--- config.mk ---
export PLATFORM = sky130hd
export DESIGN_NAME = clk_req_gate_ctrl
export DESIGN_NICKNAME = d
export VERILOG_FILES = /design/src/rtl/clk_ctrl_pkg.sv /design/src/rtl/clk_req_gate_ctrl.sv
export SDC_FILE = /design/constraint.sdc
export NUM_CORES = 1
export LEC_CHECK = 0
export ABC_CLOCK_PERIOD_IN_PS = 2600
export BUFFER_PORTS_ARGS = -buffer_cell sky130_fd_sc_hd__buf_2
export CELL_PAD_IN_SITES_DETAIL_PLACEMENT = 0
export CELL_PAD_IN_SITES_GLOBAL_PLACEMENT = 2
export CORE_MARGIN = 2
export CORE_UTILIZATION = 32
export CTS_CLUSTER_SIZE = 20
export DETAILED_ROUTE_END_ITERATION = 8
export HOLD_SLACK_MARGIN = 0.03
export PLACE_DENSITY = 0.83
export SYNTH_ARGS = -nofsm -noshare
export SYNTH_HDL_FRONTEND = slang
export SYNTH_SLANG_ARGS = --single-unit
--- constraint.sdc ---
create_clock -name i_clk -period 2.6 [get_ports i_clk]
set_clock_uncertainty 0.2 [all_clocks]
set_input_delay 0 -clock i_clk [delete_from_list [all_inputs] [get_ports i_clk]]
set_output_delay 0 -clock i_clk [all_outputs]
set_load 0.02 [all_outputs]
--- src/rtl/clk_ctrl_pkg.sv ---
// Shared types for the clock-request gate controller.
package clk_ctrl_pkg;

  localparam int unsigned CLK_CTRL_STATE_W = 2;

  typedef enum logic [CLK_CTRL_STATE_W-1:0] {
    OFF       = 2'd0,
    WAKE      = 2'd1,
    ON        = 2'd2,
    IDLE_WAIT = 2'd3
  } clk_ctrl_state_e;

endpackage

--- src/rtl/clk_req_gate_ctrl.sv ---
// Drives the enable of one hard clock-gate cell from NB_REQ req/ack requesters,
// with a settle delay before acking and an idle hysteresis before gating off.
module clk_req_gate_ctrl
  import clk_ctrl_pkg::*;
#(
  parameter int unsigned NB_REQ      = 4,
  parameter int unsigned WAKE_CYCLES = 2,
  parameter int unsigned IDLE_CYCLES = 16
) (
  input  logic                        i_clk,
  input  logic                        i_rst_n,
  input  logic [NB_REQ-1:0]           i_req,
  output logic [NB_REQ-1:0]           o_ack,
  input  logic                        i_force_on,
  output logic                        o_clk_en,
  output logic                        o_busy,
  output logic [CLK_CTRL_STATE_W-1:0] o_state
);

  localparam int unsigned CNT_MAX = (WAKE_CYCLES > IDLE_CYCLES) ? WAKE_CYCLES : IDLE_CYCLES;
  localparam int unsigned CNT_W   = (CNT_MAX > 0) ? $clog2(CNT_MAX + 1) : 1;

  clk_ctrl_state_e   state_q, state_d;
  logic [CNT_W-1:0]  cnt_q, cnt_d;
  logic [NB_REQ-1:0] ack_q, ack_d;
  logic              clk_en_q, clk_en_d;
  logic              busy_q, busy_d;
  logic              any_req;

  // Next-state and registered-output decode; one counter serves WAKE and IDLE_WAIT.
  always_comb begin
    state_d = state_q;
    cnt_d   = cnt_q;
    any_req = (|i_req) | i_force_on;

    case (state_q)
      OFF: begin
        if (any_req) begin
          if (WAKE_CYCLES == 0) begin
            state_d = ON;
          end else begin
            state_d = WAKE;
            cnt_d   = CNT_W'(WAKE_CYCLES);
          end
        end
      end
      WAKE: begin
        if (cnt_q != '0) begin
          cnt_d = cnt_q - CNT_W'(1);
        end else if (any_req) begin
          state_d = ON;
        end else begin
          state_d = IDLE_WAIT;
          cnt_d   = CNT_W'(IDLE_CYCLES);
        end
      end
      ON: begin
        if (!any_req) begin
          if (IDLE_CYCLES == 0) begin
            state_d = OFF;
            cnt_d   = '0;
          end else begin
            state_d = IDLE_WAIT;
            cnt_d   = CNT_W'(IDLE_CYCLES);
          end
        end
      end
      IDLE_WAIT: begin
        // A request arriving as the counter expires still keeps the clock on.
        if (any_req) begin
          state_d = ON;
        end else if (cnt_q == '0) begin
          state_d = OFF;
        end else begin
          cnt_d = cnt_q - CNT_W'(1);
        end
      end
      default: begin
        state_d = OFF;
        cnt_d   = '0;
      end
    endcase

    // Acks are granted only while settled in ON; a dropped req always clears its ack.
    if ((state_d == ON) && (state_q != OFF)) begin
      ack_d = i_req;
    end else begin
      ack_d = ack_q & i_req;
    end

    clk_en_d = (state_d != OFF);
    busy_d   = (state_d != OFF);
  end

  always_ff @(posedge i_clk or negedge i_rst_n) begin
    if (!i_rst_n) begin
      state_q  <= OFF;
      cnt_q    <= '0;
      ack_q    <= '0;
      clk_en_q <= 1'b0;
      busy_q   <= 1'b0;
    end else begin
      state_q  <= state_d;
      cnt_q    <= cnt_d;
      ack_q    <= ack_d;
      clk_en_q <= clk_en_d;
      busy_q   <= busy_d;
    end
  end

  assign o_ack    = ack_q;
  assign o_clk_en = clk_en_q;
  assign o_busy   = busy_q;
  assign o_state  = state_q;

endmodule

==> summary.md <==
| Metric | Value |
|---|---|
| First-pass GRT wire length | 2380 um |
| Hpwl dp | 1061 um |
| Setup TNS | 0 ns |
| Pwr Total | 0.7534 mW |
| Pre-CTS setup slack | 0.5783 ns |
| YS warnings | 0 |
| Synth async-reset ratio | 100.0% |
| GRT Total Usage | 13.01% |
| PwrDens | 880.3 nW/um2 |
| Seq cells post-synth | 12 |
| Detailed-route DRC error count | 0 |
| Buf+Inv Stages, Crit Path | 1 |
| Final worst slack | 0.5744 ns |
| Max-cap check violation count | 0 |
| Syn Nets | 76 |
| Clock transition at the registers of the reported paths | 0.07 ns |
| Hold EP | cnt_q[4] |
| Drt first pass iters | 4 |
| Cts repair resizes | 0 |
| Leak | 0.3540 nW |
| Reg2reg path depth | 6 |
| Tightest Pin Transition | 0.5644 ns |
| Site Rows | 17 |
| Post-CTS setup buffer count | 0 |
| Die width | 51.05 um |
| CP cell instances | inv_1, ha_1, nor4b_2, and2_1, nand2_1, a21o_2 |
| Design area | 855.8 um2 |
| Share of layout cells above drive strength 1 | 28.57% |
| Die Height | 51.05 um |
| Max incr delay on CP | 0.40 ns |
| Multi-input logic area | 352.8 um2 |
| Req. time, crit path | 2.57 ns |
| R2R Setup Slk | 0.57 ns |
| Placed cell area | 773.2 um2 |
| Average wire per standard cell | 13.26 um |
| Hold Path Class | input port to flip-flop |
| I/O pin cnt | 15 |
| Number of enable flip-flop cells after synthesis | 0 |
| Clock latency on the worst-skew pair | 0.27 ns |
| Final cycle utilization of the critical path | 77.91% |
| H-Tree Depth | 1 |
| Synth Area per Inst | 10.41 um2 |
| Crit path kind | flip-flop to flip-flop |
| Post-synthesis sequential area ratio | 42.40% |
| Worst Setup End Kind | flip-flop |
| Worst hold slack | 0.2224 ns |
| Final std cells w/o fill | 112 |
| Outcome | completed |
| Clock root cell | clkbuf_4 |
| FILL cells | 224 |
| Crit Reg-Reg Startpoint | cnt_q[0] |
| Cells after Synth | 68 |
| Setup crit start kind | flip-flop |
| Grt total ovfl | 0 |
| Area grow syn2layout | 20.85% |
| CTS tree | built |
| DRT iter0 DRCs | 5 |
| Crit path DAT | 1.99 ns |
| Avg Vias per Cell | 5.152 |
| Min Tclk post-route | 2.026 ns |
| Post-layout util | 39.84% |
| Pins Over Slew Limit | 0 |
| Commonest cells after routing, fill and taps aside | buf_2, dfrtp_1, dlygate4sd3_1 |
| CP top delay family | simple AND/OR/NAND/NOR gates |
| Starting Density | 32.96% |
| Final hold vios | 0 |
| Max Freq | 0.4937 GHz |
| Port Buffers | 14 |
| Initial antenna violation count | 0 |
| Unique masters post-synth | 41 |
| Routed via count | 577 |
| Routed wire length | 1485 um |
| Ys flop type | dfrtp_1 |
| Final nets | 94 |
| Final ANT Viol Nets | 0 |
| Hold Path Depth | 5 |
| Slew Limit Headroom | 62.37% |
| Crit-path max FO | 9 |
| Endpoints failing setup | 0 |
| Crit-path slowest cell | dfrtp_1 |
| Clk buf depth | 2 |
| Core box area | 2148 um2 |
| Inst Count DP | 103 |
| Antenna diode count | 0 |
| Reg-to-Reg End | o_busy |
| Clk sinks | 12 |
| Hold path start | i_force_on |
| Unrepaired setup endpoints after global routing | no |
| Post-Synthesis Cell Area | 708.2 um2 |
| Vias in the first global route | 520 |
| VDD IR max | 0.4180 mV |
| Register Area | 300.3 um2 |
| CTS buffer count | 3 |
| Commonest non-fill, non-tap cell in the layout | buf_2 |
| Cts-stage hold buffer count | 6 |
| GPL Wtd Cong | 0.7748 |
| Largest net degree at the start of global routing | 17 |
| Die area | 2606 um2 |
-- cells in the mapped netlist (2+ instances only) --
master | count | share of area [%]
dfrtp_1 | 12 | 42
inv_1 | 4 | 2.1
o31a_1 | 4 | 4.9
a21oi_1 | 3 | 2.1
clkbuf_1 | 3 | 1.6
nand2_1 | 3 | 1.6
o21ai_0 | 3 | 2.1
buf_2 | 2 | 1.4
o221ai_1 | 2 | 2.5
-- layer usage --
layer	track usage, %	routed length (um)
met3	3.509	57
met2	18.83	601
met1	17.07	788
met5	0	0
met4	8.108	38
-- where the power goes --
group | switching, mW | internal [mW] | total (mW)
sequential | 0.106 | 0.243 | 0.349
combinational | 0.144 | 0.147 | 0.291
clock | 0.0591 | 0.0536 | 0.113
-- cells by family after synthesis --
kind of cell / share of synthesized area [%]
AOI/OAI and AO/OA: 27.74
and+or+nand+nor: 17.14
DFF: 42.40
buffers and inverters: 7.773
muxes: 3.180
adders and majority gates: 1.767
-- how the worst max path moves through the flow --
stage	from	end	slack [ns]	depth (start not counted)
final	cnt_q[0]	o_busy	0.57	6
after global routing	cnt_q[0]	o_busy	0.43	6
after CTS	cnt_q[0]	o_busy	0.57	6
after detailed placement	cnt_q[0]	o_busy	0.58	6
after global placement	cnt_q[0]	o_busy	0.63	6
after floorplan	cnt_q[0]	o_busy	0.78	7
-- state kept, by name, summed over array words and instances (netlist names) --
register  count
cnt_q         5
o_ack         4
o_state       2
o_busy        1
-- area by class of cell --
cell class / count / area share (%)
Tap cell: 28 / 4.094
Clock buffer: 3 / 2.632
Sequential cell: 12 / 35.09
Inverter: 4 / 1.754
Timing Repair Buffer: 20 / 15.20
Multi-Input combinational cell: 45 / 41.23
-- worst min-delay path, stage by stage --
cell and delay, ns:
buf_2 0.07, or2_1 0.25, nor2_1 0.13, nand2_1 0.08, o221ai_1 0.11
Note: power is estimated with default switching activity, not from simulation.
